`config.mk`:
```
export PLATFORM = sky130hd
export DESIGN_NAME = vga_axil_slave_bridge
export DESIGN_NICKNAME = d
export VERILOG_FILES = /design/src/rtl/vga_axil_slave_bridge.sv
export SDC_FILE = /design/constraint.sdc
export NUM_CORES = 1
export LEC_CHECK = 0
export BUFFER_PORTS_ARGS = -buffer_cell sky130_fd_sc_hd__buf_2
export CAP_MARGIN = 20
export CORE_MARGIN = 3
export CORE_UTILIZATION = 48
export CTS_CLUSTER_DIAMETER = 200
export DETAILED_ROUTE_END_ITERATION = 12
export GPL_TIMING_DRIVEN = 0
export PLACE_DENSITY_LB_ADDON = 0.1
export SLEW_MARGIN = 20
export SYNTH_ARGS = -nofsm -noshare
export SYNTH_HDL_FRONTEND = slang
export SYNTH_SLANG_ARGS = --single-unit
```
`constraint.sdc`:
```
create_clock -name clk -period 4.3 [get_ports clk]
set_clock_uncertainty 0.05 [all_clocks]
set_input_delay 0.215 -clock clk [delete_from_list [all_inputs] [get_ports clk]]
set_output_delay 0.215 -clock clk [all_outputs]
set_load 0.02 [all_outputs]
```
`src/rtl/vga_axil_slave_bridge.sv`:
```
// vga_axil_slave_bridge: AXI4-Lite slave driving a flat native register port.
// Define VGA_AXIL_SLAVE_BRIDGE_RANGE_CHECK_EN to answer out-of-window accesses with SLVERR.
module vga_axil_slave_bridge #(
  parameter int DATA_WIDTH   = 32,
  parameter int ADDR_WIDTH   = 16,
  parameter int NUM_REGS     = 64,
  parameter int READ_LATENCY = 1
) (
  input  logic                        clk,
  input  logic                        rst,
  input  logic [ADDR_WIDTH-1:0]       awaddr,
  input  logic                        awvalid,
  output logic                        awready,
  input  logic [DATA_WIDTH-1:0]       wdata,
  input  logic [DATA_WIDTH/8-1:0]     wstrb,
  input  logic                        wvalid,
  output logic                        wready,
  output logic [1:0]                  bresp,
  output logic                        bvalid,
  input  logic                        bready,
  input  logic [ADDR_WIDTH-1:0]       araddr,
  input  logic                        arvalid,
  output logic                        arready,
  output logic [DATA_WIDTH-1:0]       rdata,
  output logic [1:0]                  rresp,
  output logic                        rvalid,
  input  logic                        rready,
  output logic                        write_en,
  output logic [$clog2(NUM_REGS)-1:0] addr_write,
  output logic [DATA_WIDTH-1:0]       data2native,
  output logic [DATA_WIDTH/8-1:0]     byte_en,
  output logic                        read_en,
  output logic [$clog2(NUM_REGS)-1:0] addr_read,
  input  logic [DATA_WIDTH-1:0]       data2axil
);
  localparam int SW  = DATA_WIDTH / 8;
  localparam int IW  = $clog2(NUM_REGS);
  localparam int LSB = $clog2(SW);
  localparam logic [ADDR_WIDTH:0] LIMIT = (ADDR_WIDTH + 1)'(NUM_REGS * SW);
  typedef enum logic [1:0] {W_COLLECT, W_EXEC, W_RESP} wstate_t;
  typedef enum logic [1:0] {R_IDLE, R_EXEC, R_WAIT, R_RESP} rstate_t;
  wstate_t ws;
  rstate_t rs;
  logic aw_held, w_held, w_err, r_err;
  logic aw_hs, w_hs, ar_hs, aw_oor, ar_oor;
  logic [2:0] cnt;
  logic unused_addr_bits;
  assign aw_hs = awvalid && awready;
  assign w_hs  = wvalid && wready;
  assign ar_hs = arvalid && arready;
  assign unused_addr_bits = ^{awaddr, araddr};
`ifdef VGA_AXIL_SLAVE_BRIDGE_RANGE_CHECK_EN
  assign aw_oor = {1'b0, awaddr} >= LIMIT;
  assign ar_oor = {1'b0, araddr} >= LIMIT;
`else
  assign aw_oor = 1'b0;
  assign ar_oor = 1'b0;
`endif
  // AW and W are collected independently; EXEC starts once both are held
  always_ff @(posedge clk) begin
    if (rst) begin
      ws          <= W_COLLECT;
      aw_held     <= 1'b0;
      w_held      <= 1'b0;
      w_err       <= 1'b0;
      awready     <= 1'b0;
      wready      <= 1'b0;
      write_en    <= 1'b0;
      bvalid      <= 1'b0;
      bresp       <= 2'b00;
      addr_write  <= '0;
      data2native <= '0;
      byte_en     <= '0;
    end else begin
      case (ws)
        W_COLLECT: begin
          if (aw_hs) begin
            aw_held    <= 1'b1;
            addr_write <= awaddr[LSB +: IW];
            w_err      <= aw_oor;
          end
          if (w_hs) begin
            w_held      <= 1'b1;
            data2native <= wdata;
            byte_en     <= wstrb;
          end
          awready <= !(aw_held || aw_hs);
          wready  <= !(w_held || w_hs);
          if ((aw_held || aw_hs) && (w_held || w_hs)) begin
            ws       <= W_EXEC;
            write_en <= !(aw_hs ? aw_oor : w_err);
          end
        end
        W_EXEC: begin
          write_en <= 1'b0;
          bvalid   <= 1'b1;
          bresp    <= w_err ? 2'b10 : 2'b00;
          ws       <= W_RESP;
        end
        W_RESP: if (bready) begin
          bvalid  <= 1'b0;
          bresp   <= 2'b00;
          aw_held <= 1'b0;
          w_held  <= 1'b0;
          awready <= 1'b1;
          wready  <= 1'b1;
          ws      <= W_COLLECT;
        end
        default: ws <= W_COLLECT;
      endcase
    end
  end
  always_ff @(posedge clk) begin
    if (rst) begin
      rs        <= R_IDLE;
      r_err     <= 1'b0;
      cnt       <= '0;
      arready   <= 1'b0;
      read_en   <= 1'b0;
      addr_read <= '0;
      rvalid    <= 1'b0;
      rresp     <= 2'b00;
      rdata     <= '0;
    end else begin
      case (rs)
        R_IDLE: begin
          arready <= !ar_hs;
          if (ar_hs) begin
            addr_read <= araddr[LSB +: IW];
            r_err     <= ar_oor;
            read_en   <= !ar_oor;
            rs        <= R_EXEC;
          end
        end
        R_EXEC: begin
          read_en <= 1'b0;
          cnt     <= '0;
          rs      <= R_WAIT;
        end
        // native data is valid on the last of READ_LATENCY wait cycles
        R_WAIT: begin
          if (cnt == 3'(READ_LATENCY - 1)) begin
            rdata  <= r_err ? '0 : data2axil;
            rresp  <= r_err ? 2'b10 : 2'b00;
            rvalid <= 1'b1;
            rs     <= R_RESP;
          end else cnt <= cnt + 3'd1;
        end
        R_RESP: if (rready) begin
          rvalid  <= 1'b0;
          rresp   <= 2'b00;
          arready <= 1'b1;
          rs      <= R_IDLE;
        end
        default: rs <= R_IDLE;
      endcase
    end
  end
endmodule

```
# Yosys cells after proc, flatten, opt, wreduce, memory -nomap -nowiden
# Index checks and enable logic that the tools add are counted.
[totals]
in_bits = 107
wordCells = 101
output_inout_bits = 91
regBits = 101
[op_classes]
n_eq_ne = 13
n_mux = 32
reduce_logical = 35
add_sub_neg = 1
[op_table]
columns = ["cell", "count"]
rows = [
  ["2-bit AND reduction", 11],
  ["1-bit one-hot mux with 2 select lines", 9],
  ["2-bit inequality test (second input constant)", 8],
  ["2-bit 2-to-1 mux", 7],
  ["2-bit nonzero test", 7],
  ["3-bit AND reduction", 4],
  ["1-bit 2-to-1 mux", 10],
  ["2-bit one-hot mux with 2 select lines", 2],
  ["2-bit one-hot mux with 4 select lines", 1],
  ["2-bit equality test (second input constant)", 3],
  ["2-bit one-hot mux with 3 select lines", 1],
  ["3-bit one-hot mux with 2 select lines", 1],
  ["2-bit by 1-bit equality test with 1-bit output (second input constant)", 2],
  ["1-bit logical AND", 4],
  ["1-bit logical NOT", 4],
  ["2-bit logical NOT", 2],
  ["3-bit by 1-bit adder with 3-bit output (second input constant)", 1],
  ["3-bit logical NOT", 1],
  ["3-bit 2-to-1 mux", 1],
  ["1-bit logical OR", 2],
]

# Depth between registers and ports, before layout
# Gate-level depths: netlist of the first run.
[depth]
ltp_word = 5
mapped_depth = 7
ltp_nobuf = 5

# Worst setup path before layout of the first run
# OpenSTA, ideal clock, no wires.
[synth_path]
path_type = "reg-to-reg"
from = "register rs[0]"
to = "register rs[1]"
slack_ns = 2.852
period_less_slack_ns = 1.448
path_stages_with_launch = 6
setup_ns = 0.072
arrival_ns = 1.326
path_buffers = 1
required_time_ns = 4.178
cell_sequence = "dfxtp_1 -> inv_1 -> ha_1 -> buf_2 -> a221oi_1 -> mux2i_1"
[synth_via]
elab_chain_len = 3
word_cells_on_any_way = 9
cone_classes = "6 x eq/ne; 1 x mux; 2 x reduce/logical"
[synth_rtl]
columns = ["element", "line_no", "text"]
rows = [
  ["start: declaration", "43", "rstate_t rs;"],
  ["start signal: assignment", "115", "rs <= R_IDLE;"],
  ["start signal: assignment", "132", "rs <= R_EXEC;"],
  ["start signal: assignment", "138", "rs <= R_WAIT;"],
  ["2-bit equality test / 2-bit logical NOT (equally long branches)", "125", "case (rs)"],
  ["2-bit inequality test (no line)", "-", ""],
  ["3-bit AND reduction (no line)", "-", ""],
]
# Parallel ways exist; a longest one is shown, timed or not.
# A chain may end at the register's enable or synchronous reset.

# Worst setup path in the final report of the first run
[layout_path]
from = "register rs[0]"
to = "register rdata[22]"
[layout_via]
elab_chain_len = 2
[layout_rtl]
columns = ["element", "line_no", "text"]
rows = [
  ["2-bit equality test", "125", ""],
  ["2-bit AND reduction (no line)", "-", ""],
  ["end signal: assignment", "143", "rdata <= r_err ? '0 : data2axil;"],
  ["end: declaration", "24", "output logic [DATA_WIDTH-1:0] rdata,"],
]
# No other way between the ends.

==> summary.md, run 1 <==
| Metric | Value |
|---|---|
| Status | `finished, final reports clean` |
| Vias in the first global route | `3196` |
| Final Hold Viols | `0` |
| # rows | `31` |
| Yosys warning count | `0` |
| Wirelength per Cell | `12.9 µm` |
| Placer congestion estimate | `0.773` |
| Required time of the critical path | `4.54 ns` |
| CTS tree | `done` |
| Routed vias | `3521` |
| H-tree Lvls | `3` |
| Clk sinks | `98` |
| Number of synthesized flops with an enable pin | `0` |
| Post-CTS Repair Setup Buffers | `0` |
| Clk Latency, worst-skew pair | `0.36 ns` |
| Die Area | `8940 µm²` |
| Peak supply drop | `0.225 mV` |
| Top cell type by total area after synthesis | `dfxtp_1` |
| Launch point of the worst path | `rs[0]` |
| Synth top cells by count | `nand2_1, dfxtp_1, a21oi_1` |
| Die Width | `94.6 µm` |
| FFs w/ async S/R, synth | `0` |
| Residual DRC count | `0` |
| Fillers | `705` |
| Iteration count of the initial detailed-routing pass | `4` |
| Placed cell count | `714` |
| Crit path max fanout | `10` |
| Slew Limit Fails | `0` |
| FMAX | `0.591 GHz` |
| Minimum clock period | `1.69 ns` |
| Total Routing Usage GR | `0.205` |
| Relative slew slack | `0.612` |
| Total power | `2.40 mW` |
| Synth Flop Type | `dfxtp_1` |
| DRT iter0 DRCs | `99` |
| Fin nets | `739` |
| Layout area overhead | `32.6%` |
| Antenna-violating nets left | `0` |
| Via density | `4.82` |
| First-pass GRT wire length | `14500 µm` |
| Yosys cell types | `39` |
| Post-synth top area share | `0.521` |
| Worst setup SP type | `register` |
| Slew @ Worst Pin | `0.582 ns` |
| Drt total wl | `9390 µm` |
| Reg2Reg Setup Slack | `2.61 ns` |
| Synth Area per Inst | `8.55 µm²` |
| RSZ-0062 raised after global routing | `false` |
| Clk slew on worst S/H paths | `0.09 ns` |
| Post-CTS resize count | `0` |
| CP endpoint | `rdata[22]` |
| Post-DP HPWL | `7070 µm` |
| Setup_tns | `0 ns` |
| Initial antenna violation count | `0` |
| Max_cap viols | `0` |
| Critical path type | `register to register` |
| Root buf cell | `clkbuf_8` |
| Congestion Overflow GR | `0` |
| Core box area | `7450 µm²` |
| CP Capture Type | `register` |
| CTS Buf Count | `9` |
| Share of layout cells above drive strength 1 | `0.363` |
| Final setup violation count | `0` |
| I/O Buffers | `173` |
| Most frequent cell after synthesis | `nand2_1` |
| Top post-synthesis cells by area | `dfxtp_1, nand2_1, a21oi_1` |
| Sequential area share after synthesis | `0.521` |
| Mapped Cells | `440` |
| Inserted Diodes | `0` |
| Power Density | `481 nW/µm²` |
| R2R Path End | `rdata[22]` |
| Total I/O pin count | `198` |
| Initial core utilization | `0.505` |
| R2r worst-path depth | `7` |
| Hold Path Class | `input port to register` |
| Final std cells w/o fill | `730` |
| Largest net degree at the start of global routing | `16` |
| CTS hold repair buffers | `0` |
| Synth Register Bits | `98` |
| CP Data Arrival Time | `1.93 ns` |
| Die Ht | `94.6 µm` |
| Clock tree buffer depth | `2` |
| Syn Std Cell Area | `3760 µm²` |
| Worst Hold Slack | `0.0273 ns` |
| Leak | `2.33 nW` |
| Worst R2R Start | `rs[0]` |
| Final period util | `0.393` |
-- kinds of logic (layout without fill, tap and decap cells) --
family                   after synthesis  after routing  synth area share
other                                  1              3          0.000996
multiplexers                          15             15            0.0402
AO/OA/AOI/OAI                         90             90             0.140
flip-flops                            98             98             0.521
buffers and inverters                 41            230            0.0635
adder cells (fa/ha/maj)                6              6            0.0199
AND/OR/NAND/NOR                      189            189             0.214
-- placed cells by master (no fill, tap or decap), types with 3 or more instances in the layout --
cell        n
o21ai_0     4
dfxtp_1    98
ha_1        6
clkbuf_8   11
nand3_1     3
buf_8       3
buf_2     187
nand2_1   141
a21oi_1    66
clkbuf_1    9
a21oi_2    11
conb_1      3
mux2i_1    14
inv_1       8
nor2_1     23
nor3_1      6
buf_4       5
-- registers in the layout, indices dropped and copies added (netlist names) --
name / count
aw_held: 1
addr_write: 6
wready: 1
data2native: 32
awready: 1
byte_en: 4
rvalid: 1
cnt: 3
addr_read: 6
write_en: 1
w_held: 1
ws: 2
read_en: 1
bvalid: 1
w_err: 1
bresp: 1
rs: 2
arready: 1
rdata: 32
-- through the flow --
step / utilization / area, µm² / worst slack [ns]
final: 0.670 / 4990 / 2.61
after global routing: 0.670 / 4990 / 2.45
after CTS: 0.670 / 4990 / 2.59
after detailed placement: 0.639 / 4760 / 2.63
after global placement: 0.639 / 4760 / 2.67
after floorplan: - / 3770 / 2.85
-- report_power, final --
part	total (mW)	switching [mW]	internal (mW)
logic	0.655	0.401	0.254
registers	1.07	0.0587	1.01
clock network	0.671	0.311	0.360
-- worst max-delay path, stage by stage, from the launching register on --
cell and delay (ns):
dfxtp_1 0.39, inv_1 0.08, ha_1 0.21, buf_2 0.18, nand3b_1 0.22, buf_2 0.27
nand2_1 0.07, a21oi_1 0.14
-- worst min path at each step --
stage | from | endpoint | slack [ns] | cells after the start
after global routing | data2axil[7] | rdata[7] | 0.01 | 3
final | wdata[3] | data2native[3] | 0.03 | 3
after floorplan | wstrb[0] | byte_en[0] | 0.30 | 2
after global placement | data2native[4] | data2native[4] | 0.39 | 2
after detailed placement | rdata[17] | rdata[17] | 0.39 | 2
after CTS | wdata[19] | data2native[19] | 0.02 | 3
-- layout make-up --
cell class | instances | area (µm²) | share of cell area
Buffer | 33 | 209 | 0.0419
Tap cell | 99 | 124 | 0.0248
Multi-Input combinational cell | 303 | 1570 | 0.315
Clock buffer | 12 | 155 | 0.0311
Timing Repair Buffer | 173 | 866 | 0.174
Sequential cell | 98 | 1960 | 0.393
Clock inverter | 4 | 73.8 | 0.0148
Inverter | 8 | 30.0 | 0.00602
-- metal layers --
layer | wire (µm) | share of wire | track usage
met5 | 0 | 0 | 0
met3 | 772 | 0.082 | 0.0582
met1 | 3960 | 0.42 | 0.241
met2 | 4500 | 0.48 | 0.356
met4 | 160 | 0.017 | 0.0721
Note: power is estimated with default switching activity, not from simulation.
==> run 2, diff against run 1 <==
Settings changed: CORE_UTILIZATION 48 to 45.
Clock period 4.3 ns to 1.62 ns, I/O delays scaled along.
==> summary.md, run 2 (synthesized netlist as in run 1, its figures left out) <==
| Metric | Value |
|---|---|
| Initial core utilization | `0.475 (was 0.505)` |
| Total I/O pin count | `198 (unchanged)` |
| Vias in the first global route | `3769 (was 3196)` |
| Clock tree buffer depth | `2 (unchanged)` |
| Residual DRC count | `0 (unchanged)` |
| Worst path max stage delay | `0.34 ns (was 0.39 ns)` |
| Congestion Overflow GR | `0 (unchanged)` |
| Hold Path Class | `input port to register (unchanged)` |
| Leak | `2.68 nW (was 2.33 nW)` |
| Placer congestion estimate | `0.776 (was 0.773)` |
| Clk Latency, worst-skew pair | `0.34 ns (was 0.36 ns)` |
| Wirelength per Cell | `13.8 µm (was 12.9 µm)` |
| Die Ht | `97.5 µm (was 94.6 µm)` |
| Largest net degree at the start of global routing | `16 (unchanged)` |
| CTS Buf Count | `9 (unchanged)` |
| Core box area | `7930 µm² (was 7450 µm²)` |
| Antenna-violating nets left | `0 (unchanged)` |
| First-pass GRT wire length | `17900 µm (was 14500 µm)` |
| Final setup violation count | `0 (unchanged)` |
| Worst R2R Start | `rs[0] (unchanged)` |
| Regs by FF count | `data2native x32, rdata x32 (unchanged)` |
| RSZ-0062 raised after global routing | `true (was false)` |
| Most common cell after layout, fill and taps aside | `buf_2 (unchanged)` |
| Most frequent cells in the layout | `buf_2, nand2_1, dfxtp_1 (unchanged)` |
| Routed vias | `3934 (was 3521)` |
| Final Hold Viols | `0 (unchanged)` |
| Final std cells w/o fill | `817 (was 730)` |
| Status | `finished, final reports clean (unchanged)` |
| Clk slew on worst S/H paths | `0.09 ns (about the same)` |
| Critical-path cell list | `inv_1 -> ha_1 -> buf_6 -> nand3b_1 -> buf_6 -> buf_4 -> nor3_1 -> a31o_2 (was inv_1 -> ha_1 -> buf_2 -> nand3b_1 -> buf_2 -> nand2_1 -> a21oi_1)` |
| DRT iter0 DRCs | `88 (was 99)` |
| Relative slew slack | `0.606 (was 0.612)` |
| Peak supply drop | `0.648 mV (was 0.225 mV)` |
| Share of layout cells above drive strength 1 | `0.331 (was 0.363)` |
| Fin nets | `823 (was 739)` |
| FMAX | `0.647 GHz (was 0.591 GHz)` |
| Worst setup SP type | `register (unchanged)` |
| H-tree Lvls | `3 (unchanged)` |
| Slew Limit Fails | `0 (unchanged)` |
| Inserted Diodes | `0 (unchanged)` |
| R2R Path End | `rvalid (was rdata[22])` |
| CP max-delay cell | `dfxtp_2 (was dfxtp_1)` |
| R2r worst-path depth | `8 (was 7)` |
| Reg2Reg Setup Slack | `0.07 ns (was 2.61 ns)` |
| Iteration count of the initial detailed-routing pass | `4 (unchanged)` |
| Layout area overhead | `55.7% (was 32.6%)` |
| Root buf cell | `clkbuf_8 (unchanged)` |
| Launch point of the worst path | `rs[0] (unchanged)` |
| CP endpoint | `rvalid (was rdata[22])` |
| Post-DP HPWL | `7200 µm (was 7070 µm)` |
| Total Routing Usage GR | `0.226 (was 0.205)` |
| Final period util | `0.954 (was 0.393)` |
| Final core occ | `0.739 (was 0.670)` |
| Clk sinks | `98 (unchanged)` |
| Initial antenna violation count | `0 (unchanged)` |
| Most used cell, CP | `buf_6 (was buf_2)` |
| # rows | `32 (was 31)` |
| CP Capture Type | `register (unchanged)` |
| Die Area | `9500 µm² (was 8940 µm²)` |
| CTS tree | `done (unchanged)` |
| Critical path type | `register to register (unchanged)` |
| Placed cell count | `717 (was 714)` |
| Drt total wl | `11300 µm (was 9390 µm)` |
| CP Data Arrival Time | `1.74 ns (was 1.93 ns)` |
| Slew @ Worst Pin | `0.592 ns (was 0.582 ns)` |
| Max_cap viols | `0 (unchanged)` |
| Power Density | `1120 nW/µm² (was 481 nW/µm²)` |
| Via density | `4.82 (about the same)` |
| Die Width | `97.5 µm (was 94.6 µm)` |
| I/O Buffers | `173 (unchanged)` |
| Crit path max fanout | `10 (unchanged)` |
| Required time of the critical path | `1.81 ns (was 4.54 ns)` |
| Total power | `6.54 mW (was 2.40 mW)` |
| Minimum clock period | `1.55 ns (was 1.69 ns)` |
## run 2: cell types whose count changed in the layout (fill, tap and decap cells not counted), moves of 3 or more
cell,previous run,this run
dlygate4sd3_1,0,81
buf_2,187,180
buf_6,2,6
buf_4,5,8
## run 2: critical path, delay by kind of cell, from the launching register on
kind / cells / cell delay, ns
AO/OA/AOI/OAI: 1 / 0.21
adder cells (fa/ha/maj): 1 / 0.23
buffers and inverters: 4 / 0.47
flip-flops: 1 / 0.34
AND/OR/NAND/NOR: 2 / 0.15
## run 2: worst min-delay path by stage
| stage | to | cells past startpoint | slack [ns] | from |
|---|---|---|---|---|
| after CTS | read_en | 4 | 0.03 | arvalid |
| after floorplan | byte_en[0] | 2 | 0.17 | wstrb[0] |
| after global placement | addr_read[3] | 3 | 0.26 | araddr[5] |
| after detailed placement | addr_read[1] | 3 | 0.27 | araddr[3] |
| final | read_en | 4 | 0.08 | arvalid |
| after global routing | arready | 4 | 0.08 | rready |
## run 2: layer usage
layer  GRT usage  share of wire  up-vias
met5           0              0        -
met3      0.0416          0.056       16
met4      0.0714          0.017        0
met2       0.405           0.50      139
met1       0.271           0.43     1799
li1            -              -     1980
## run 2: layout make-up
| class | instances | area (µm²) |
|---|---|---|
| clock inverter | 4 | 50.0 |
| inverter | 8 | 30.0 |
| buffer | 33 | 245 |
| fill | 586 | 2070 |
| timing repair buffer | 257 | 1700 |
| clock buffer | 12 | 155 |
| tap | 102 | 128 |
| multi-input combinational | 303 | 1580 |
| sequential | 98 | 1960 |
## run 2: power breakdown
group / total, mW / internal, mW / leakage [nW] / switching (mW)
combinational: 2.08 / 0.910 / 1.78 / 1.17
sequential: 2.86 / 2.70 / 0.797 / 0.158
clock: 1.61 / 0.798 / 0.0986 / 0.813
total: 6.54 / 4.41 / 2.68 / 2.14
## run 2: through the flow
| step | hold WS [ns] | setup TNS (ns) | cell area [µm²] | setup slack [ns] |
|---|---|---|---|---|
| after floorplan | 0.167 | 0 | 3770 | 0.172 |
| after global placement | 0.260 | -0.115 | 4760 | -0.0167 |
| after detailed placement | 0.268 | -1.88 | 4760 | -0.0933 |
| after CTS | 0.0348 | 0 | 5810 | 0.00844 |
| after global routing | 0.0816 | -0.0638 | 5860 | -0.0310 |
| final | 0.0773 | 0 | 5860 | 0.0739 |
## run 2: timing repair
| action | CTS | global route |
|---|---|---|
| hold buffers | 81 | 0 |
| endpoints found under the setup margin | 31 | 33 |
| setup buffers | 2 | 1 |
| gates resized for setup | 6 | 14 |
| pin swaps | 1 | 0 |
| endpoints found under the hold margin | 81 | 0 |
